## config.mk

```make
export PLATFORM = sky130hd
export DESIGN_NAME = writeback_queue
export DESIGN_NICKNAME = d
export VERILOG_FILES = /design/src/rtl/writeback_queue.sv
export SDC_FILE = /design/constraint.sdc
export NUM_CORES = 1
export LEC_CHECK = 0
export ABC_AREA = 1
export ABC_CLOCK_PERIOD_IN_PS = 3300
export BUFFER_PORTS_ARGS = -buffer_cell sky130_fd_sc_hd__buf_2
export CAP_MARGIN = 10
export CORE_ASPECT_RATIO = 0.5
export CORE_MARGIN = 5
export CORE_UTILIZATION = 57
export DETAILED_ROUTE_END_ITERATION = 7
export PLACE_DENSITY = 0.8
export REMOVE_ABC_BUFFERS = 1
export SLEW_MARGIN = 25
export SYNTH_ARGS = -nofsm -noshare
export SYNTH_HDL_FRONTEND = slang
export SYNTH_SLANG_ARGS = --single-unit
export TNS_END_PERCENT = 1
```

## constraint.sdc

```tcl
create_clock -name clk -period 3.3 [get_ports clk]
set_clock_uncertainty 0.2 [all_clocks]
set_input_delay 0.66 -clock clk [delete_from_list [all_inputs] [get_ports clk]]
set_output_delay 0.66 -clock clk [all_outputs]
set_load 0.1 [all_outputs]
```

## src/rtl/writeback_queue.sv

```systemverilog
// Purpose: 4-entry writeback queue feeding two register-file write ports.
// Latency: accept at edge N -> RF write at edge N+1 (edge N with WB_QUEUE_BYPASS_EN when empty).
// Backpressure: in_ready_0/1 from registered count; wb_stall freezes draining but not accepting.
module writeback_queue (
  input  logic        clk,
  input  logic        rst,
  input  logic        in_valid_0,
  input  logic        in_valid_1,
  output logic        in_ready_0,
  output logic        in_ready_1,
  input  logic [3:0]  in_rd_0,
  input  logic [3:0]  in_rd_1,
  input  logic [15:0] in_data_0,
  input  logic [15:0] in_data_1,
  input  logic        wb_stall,
  output logic        rd_we_0,
  output logic [3:0]  rd_addr_0,
  output logic [15:0] rd_data_0,
  output logic        rd_we_1,
  output logic [3:0]  rd_addr_1,
  output logic [15:0] rd_data_1,
  output logic [2:0]  count,
  output logic        empty,
  output logic        full
);

  logic [3:0]  rd_mem   [4];
  logic [15:0] data_mem [4];
  logic [1:0]  head;
  logic [1:0]  tail;
  logic [1:0]  head_p1;
  logic [1:0]  slot1_idx;
  logic        acc_0;
  logic        acc_1;
  logic        push_0;
  logic        push_1;
  logic        pop_0;
  logic        pop_1;
  logic        bypass;
  logic [2:0]  n_push;
  logic [2:0]  n_pop;

  // Acceptance, push/pop decisions and write-port presentation.
  always_comb begin
    // Credits come only from the registered count; pops this cycle do not free space early.
    in_ready_0 = (count <= 3'd3);
    in_ready_1 = (count <= 3'd2);
    acc_0      = in_valid_0 && in_ready_0;
    // Slot 1 is younger: it may only go in if slot 0 goes in or slot 0 is idle.
    acc_1      = in_valid_1 && in_ready_1 && (acc_0 || !in_valid_0);
`ifdef WB_QUEUE_BYPASS_EN
    bypass     = (count == 3'd0) && !wb_stall;
`else
    bypass     = 1'b0;
`endif
    push_0     = acc_0 && !bypass;
    push_1     = acc_1 && !bypass;
    pop_0      = !wb_stall && (count >= 3'd1);
    pop_1      = !wb_stall && (count >= 3'd2);
    n_push     = {2'b00, push_0} + {2'b00, push_1};
    n_pop      = {2'b00, pop_0} + {2'b00, pop_1};
    head_p1    = head + 2'd1;
    slot1_idx  = push_0 ? (tail + 2'd1) : tail;
    empty      = (count == 3'd0);
    full       = (count == 3'd4);

    rd_we_0    = 1'b0;
    rd_addr_0  = '0;
    rd_data_0  = '0;
    rd_we_1    = 1'b0;
    rd_addr_1  = '0;
    rd_data_1  = '0;
    // Older entry on port 0, newer on port 1 so the newer write wins on a shared rd.
    if (pop_0) begin
      rd_we_0   = 1'b1;
      rd_addr_0 = rd_mem[head];
      rd_data_0 = data_mem[head];
    end
    if (pop_1) begin
      rd_we_1   = 1'b1;
      rd_addr_1 = rd_mem[head_p1];
      rd_data_1 = data_mem[head_p1];
    end
`ifdef WB_QUEUE_BYPASS_EN
    // Empty and not stalled: accepted results skip the queue entirely.
    if (bypass) begin
      rd_we_0   = acc_0;
      rd_addr_0 = acc_0 ? in_rd_0   : 4'd0;
      rd_data_0 = acc_0 ? in_data_0 : 16'd0;
      rd_we_1   = acc_1;
      rd_addr_1 = acc_1 ? in_rd_1   : 4'd0;
      rd_data_1 = acc_1 ? in_data_1 : 16'd0;
    end
`endif
  end

  // Pointer and occupancy update; reset discards everything queued.
  always_ff @(posedge clk or negedge rst) begin
    if (!rst) begin
      head  <= 2'd0;
      tail  <= 2'd0;
      count <= 3'd0;
    end else begin
      head  <= head + n_pop[1:0];
      tail  <= tail + n_push[1:0];
      count <= count + n_push - n_pop;
    end
  end

  // Payload storage; slot 0 lands at tail, slot 1 right behind it.
  always_ff @(posedge clk) begin
    if (push_0) begin
      rd_mem[tail]   <= in_rd_0;
      data_mem[tail] <= in_data_0;
    end
    if (push_1) begin
      rd_mem[slot1_idx]   <= in_rd_1;
      data_mem[slot1_idx] <= in_data_1;
    end
  end

endmodule

```

==> results of run 1 <==
sequential cells by signal, summed over array words and instances, names as in the netlist:
signal / cells
head: 2
data_mem: 64
count: 3
rd_mem: 16
tail: 2
kinds of logic (layout without fill, tap and decap cells):
| logic type | after synthesis | after routing | synth area share (%) |
|---|---|---|---|
| and+or+nand+nor | 416 | 416 | 33.9 |
| buffers and inverters | 92 | 172 | 9.04 |
| DFF | 87 | 87 | 44.9 |
| AOI/OAI and AO/OA | 81 | 81 | 8.41 |
| adders and majority gates | 12 | 12 | 2.88 |
| xor gates and xnor gates | 6 | 6 | 0.915 |
area by class of cell:
| type | count | area share, % |
|---|---|---|
| Clock inverter | 7 | 0.612 |
| Timing Repair Buffer | 119 | 11.1 |
| Clock buffer | 9 | 3.44 |
| Multi-Input combinational cell | 515 | 40.7 |
| Tap cell | 135 | 2.58 |
| Sequential cell | 87 | 39.4 |
| Inverter | 37 | 2.20 |
metrics by stage:
stage	TNS, ns	setup WS (ns)	hold WS (ns)	area [um2]	util (%)
floorplan	-85.30	-2.46	0.164	5370	-
global placement	0	0.263	0.304	6260	65.0
detailed placement	0	0.113	0.307	6260	65.0
CTS	0	0.0419	0.416	6530	67.8
global route	0	0.0470	0.424	6540	67.9
finish	0	0.139	0.415	6540	67.9
routing by layer:
layer / global-route usage (%) / wire, um / vias to the layer above
met5: 0 / 7 / -
met4: 9.87 / 416 / 2
met3: 6.39 / 1940 / 60
met2: 46.2 / 7580 / 365
met1: 33.5 / 6390 / 2512
li1: - / - / 2545
worst paths after layout:
path | from | to | cells past startpoint
hold / removal | count[2] | count[2] | 2
min in group asynchronous | rst | tail[0] | 2
hold reg to reg | count[2] | count[2] | 2
max in group asynchronous | rst | head[1] | 2
setup / recovery | head[0] | rd_data_0[2] | 6
setup reg to reg | count[1] | count[2] | 12
cell usage after synthesis:
cell	count
a21oi_1	40
and3_1	20
buf_2	18
buf_4	7
buf_6	16
clkbuf_1	14
clkinv_1	1
dfrtp_1	7
edfxtp_1	80
fa_1	2
ha_1	10
inv_1	33
inv_2	1
inv_4	2
nand2_1	272
nand2_2	4
nand2_4	4
nand2_8	1
nand3_1	42
nand3_2	1
nand3_4	5
nand4_1	40
nor2_1	4
nor2_4	1
nor2_8	1
nor3_1	21
o211ai_1	20
o21bai_1	1
o22ai_1	20
xnor2_1	3
xor2_1	3
worst register-to-register path: cells and delay by family, from the launching register on:
family,cells,cell delay [ns]
XOR/XNOR,2,0.34
buffers and inverters,4,0.33
AO/OA/AOI/OAI,1,0.34
adder cells (fa/ha/maj),4,1.12
flip-flops,1,0.43
AND/OR/NAND/NOR,1,0.16
what timing repair did:
action	CTS	global route
hold buffers	1	0
endpoints found under the setup margin	0	1
resized for setup	0	1
hold endpoints to repair	7	0
==> results.json, run 1 <==
{
  "status": "complete, no violations",
  "crit_path_end_kind": "primary output",
  "place_inst": 892,
  "slowest_delay_ns": 0.49,
  "core_mm2": 0.00963,
  "netlist_area_mm2": 0.00574,
  "grt_pass1_vias": 5332,
  "drv_slew": 0,
  "max-slew-margin-rel_pct": 52.4,
  "maxCapViolCount": 0,
  "initial_core_util_pct": 59.6,
  "most-common-layout-cells": "272 x nand2_1, 93 x buf_2, 80 x edfxtp_1, 42 x nand3_1",
  "vias": 5484,
  "drc_errors": 0,
  "fillers": 805,
  "io_pins": 94,
  "yosys_warnings": 0,
  "grt_usage_pct": 26.7,
  "layout.nets": 826,
  "synth_top_area_cell": "edfxtp_1",
  "cts_setup_buffers": 0,
  "cp.required_ns": 2.44,
  "grt_max_degree": 45,
  "arrival_ns": 2.30,
  "cts-root-buf": "clkbuf_16",
  "synthCells": 694,
  "clk_pin_slew_ns": 0.06,
  "drive_above_1_share_pct": 20.2,
  "cpMostUsedCell": "buf_4",
  "path_delay_family": "buffers and inverters",
  "wirelength_um": 16300,
  "fin_crit_sh_pct": 95.8,
  "cts-buffers-inserted": 9,
  "seq_area_mm2": 0.00258,
  "critical_path.slowest_cell": "buf_2",
  "path_cells": "buf_4 -> buf_4 -> nand2_1 -> and3_1 -> nor3_1 -> buf_2",
  "hold_violations": 0,
  "hold_class": "flop to flop",
  "avgSynthCellArea_um2": 8.28,
  "antenna_found_initial": 1,
  "placementRows": 25,
  "synth.top_cell.area_share_pct": 41.8,
  "worstSetupStartpointType": "flop",
  "cts_sinks": 87,
  "hpwlAfterDp_um": 10300,
  "area_delta_synth_final_pct": 13.9,
  "cts_buffer_depth": 2,
  "synth_seq_cells": 87,
  "rsz0062_at_grt": "false",
  "worstSkewPairLatency_ns": 0.34,
  "finalSetupViolations": 0,
  "path_class": "flop to primary output",
  "grt_pass1_wl_um": 26200,
  "critPathBufInv": 3,
  "avgViaCountPerCell": 6.03,
  "final_common_cell": "nand2_1",
  "place.gp.congestion": 0.821,
  "cts_tree": "done",
  "regToRegSetupSlack_ns": 0.30,
  "ant_nets": 0,
  "h-tree-depth": 3,
  "fmax_ghz": 0.316,
  "drt-pass1-iter-count": 6,
  "grt_overflow": 0,
  "wl_per_cell_um": 18.0,
  "antenna_cells": 0,
  "worst_pin_slew_ns": 0.713,
  "finalNonFillerCells": 909,
  "ys_top_cells_by_area": "edfxtp_1 42%, nand2_1 18%, nand4_1 4.4%, nand3_1 3.7%, a21oi_1 3.5%",
  "crit_fanout": 35,
  "drtIter0Drc": 531,
  "yosysSeqAreaShare_pct": 44.9,
  "io_buffers": 93,
  "die_height_um": 81.0,
  "fp.dieW_um": 152,
  "dieArea_mm2": 0.0123,
  "period_needed_ns": 3.16,
  "multi_input_area_mm2": 0.00266,
  "yosysUniqueCellTypes": 31
}
Power of run 1 is not shown: default switching activity piles up to over one toggle a cycle in this logic, so the estimate is an artifact.
==> inputs of run 2 (changes only) <==
--- a/config.mk
+++ b/config.mk
@@ -10,7 +10,7 @@
 export BUFFER_PORTS_ARGS = -buffer_cell sky130_fd_sc_hd__buf_2
 export CAP_MARGIN = 10
 export CORE_ASPECT_RATIO = 0.5
-export CORE_MARGIN = 5
+export CORE_MARGIN = 10
 export CORE_UTILIZATION = 57
 export DETAILED_ROUTE_END_ITERATION = 7
 export PLACE_DENSITY = 0.8
==> run 2 against run 1 <==
Against the previous run: first-iteration DRC count up 18%; worst hold slack better by 0.011 ns; global-route usage down 4.5 points; sequential share of layout area up 0.22 points; via count down 1.1%; worst setup slack worse by 0.053 ns; non-clock buffer count down 4.
==> results.json, run 2 (synthesized netlist as in run 1, its figures left out) <==
{
  "ant_nets": 0,
  "layout.nets": 822,
  "drt-pass1-iter-count": 8,
  "hold_class": "input port to flop",
  "antenna_found_initial": 0,
  "antenna_cells": 0,
  "cts_tree": "done",
  "regMostFlops": "data_mem",
  "place.gp.congestion": 0.789,
  "worst_hold_slack_ns": 0.426,
  "dieArea_mm2": 0.0147,
  "fmax_ghz": 0.311,
  "use_met1_pct": 26.6,
  "cp.required_ns": 2.44,
  "drtIter0Drc": 629,
  "drive_above_1_share_pct": 19.5,
  "cts-root-buf": "clkbuf_16",
  "crit_fanout": 31,
  "cts-buffers-inserted": 9,
  "io_pins": 94,
  "grt_overflow": 0,
  "grt_use_met2_pct": 38.6,
  "wl_per_cell_um": 18.3,
  "vias": 5421,
  "clk_pin_slew_ns": 0.06,
  "arrival_ns": 2.35,
  "placementRows": 25,
  "most-common-layout-cells": "272 x nand2_1, 91 x buf_2, 80 x edfxtp_1, 42 x nand3_1",
  "top_regs": "data_mem: 64 flops, rd_mem: 16 flops, count: 3 flops",
  "avgViaCountPerCell": 5.99,
  "cts_setup_buffers": 0,
  "area_delta_synth_final_pct": 13.3,
  "worstSkewPairLatency_ns": 0.34,
  "final_common_cell": "nand2_1",
  "hold_violations": 0,
  "fillers": 797,
  "h-tree-depth": 3,
  "worst_pin_slew_ns": 0.606,
  "drc_errors": 0,
  "fp.dieW_um": 162,
  "wirelength_um": 16500,
  "die_height_um": 91.0,
  "io_buffers": 93,
  "core_mm2": 0.00963,
  "post-route-util_pct": 67.5,
  "grt_pass1_vias": 5383,
  "drv_slew": 0,
  "status": "complete, no violations",
  "fin_setup_tns_ns": 0,
  "use_met3_pct": 5.05,
  "period_needed_ns": 3.21,
  "grt_max_degree": 45,
  "max-slew-margin-rel_pct": 59.6,
  "cts_sinks": 87,
  "grt_pass1_wl_um": 26800,
  "rsz0062_at_grt": "false",
  "cts_buffer_depth": 2,
  "initial_core_util_pct": 59.6,
  "grt_usage_pct": 22.3,
  "largest_reg_flops": 64,
  "finalSetupViolations": 0,
  "crit_path_end_kind": "primary output",
  "worstSetupStartpointType": "flop",
  "path_class": "flop to primary output",
  "hpwlAfterDp_um": 10400,
  "top_usage_layer": "met2",
  "fin_crit_sh_pct": 97.4,
  "maxCapViolCount": 0
}
run 2: cell count changes in the layout (fill, tap and decap cells not counted):
| cell | previous run | this run |
|---|---|---|
| clkinv_2 | 4 | 1 |
| nor2_1 | 2 | 3 |
| clkbuf_4 | 0 | 2 |
| o21bai_2 | 0 | 1 |
| clkbuf_1 | 0 | 1 |
| o21bai_4 | 1 | 0 |
| buf_2 | 93 | 91 |
| bufinv_16 | 0 | 2 |
| buf_12 | 5 | 1 |
| nor2_2 | 2 | 1 |
run 2: final cells by class:
type	instances	area [um2]	area share, %
well taps	135	169	2.60
clock inverters	6	85.1	1.31
flip-flops and latches	87	2580	39.6
repair buffers	115	651	10.0
multi-input cells	515	2650	40.8
inverters	37	144	2.21
clock buffers	10	229	3.52
run 2: layer usage:
layer / wire length (um) / part of all wire, %
met1: 6210 / 38
met2: 8080 / 49
met3: 1820 / 11
met4: 434 / 2.6
met5: 0 / 0
run 2: through the flow:
step | setup WS, ns | std cells | cell area (um2)
4_1_cts | 0.0486 | 905 | 6500
2_1_floorplan | -2.46 | 639 | 5370
3_5_place_dp | 0.406 | 888 | 6180
6_report | 0.0867 | 905 | 6510
5_1_grt | 0.0103 | 905 | 6510
3_3_place_gp | 0.405 | 888 | 6180
run 2: final timing paths:
path	start	slack, ns	endpoint	depth (start not counted)
worst max-delay path	head[1]	0.09	rd_addr_0[2]	5
worst min-delay path	in_data_0[2]	0.43	data_mem[3][2]	3
worst max register to register	count[2]	0.49	count[2]	12
worst min register to register	tail[0]	0.44	tail[0]	1
max in group asynchronous	rst	2.26	head[0]	2
min in group asynchronous	rst	0.47	tail[0]	2
run 2: worst max-delay path, cell delays in order, from the launching register on:
cell and delay [ns]:
dfrtp_1 0.56, inv_1 0.30, buf_12 0.25, and3_1 0.18
nor3_1 0.22, buf_2 0.48
run 2: timing repair:
action	in CTS	in global routing
setup endpoints to repair	0	2
hold buffers	1	0
endpoints found under the hold margin	7	0
gates resized for setup	0	2
Power of run 2 is left out for the same reason.
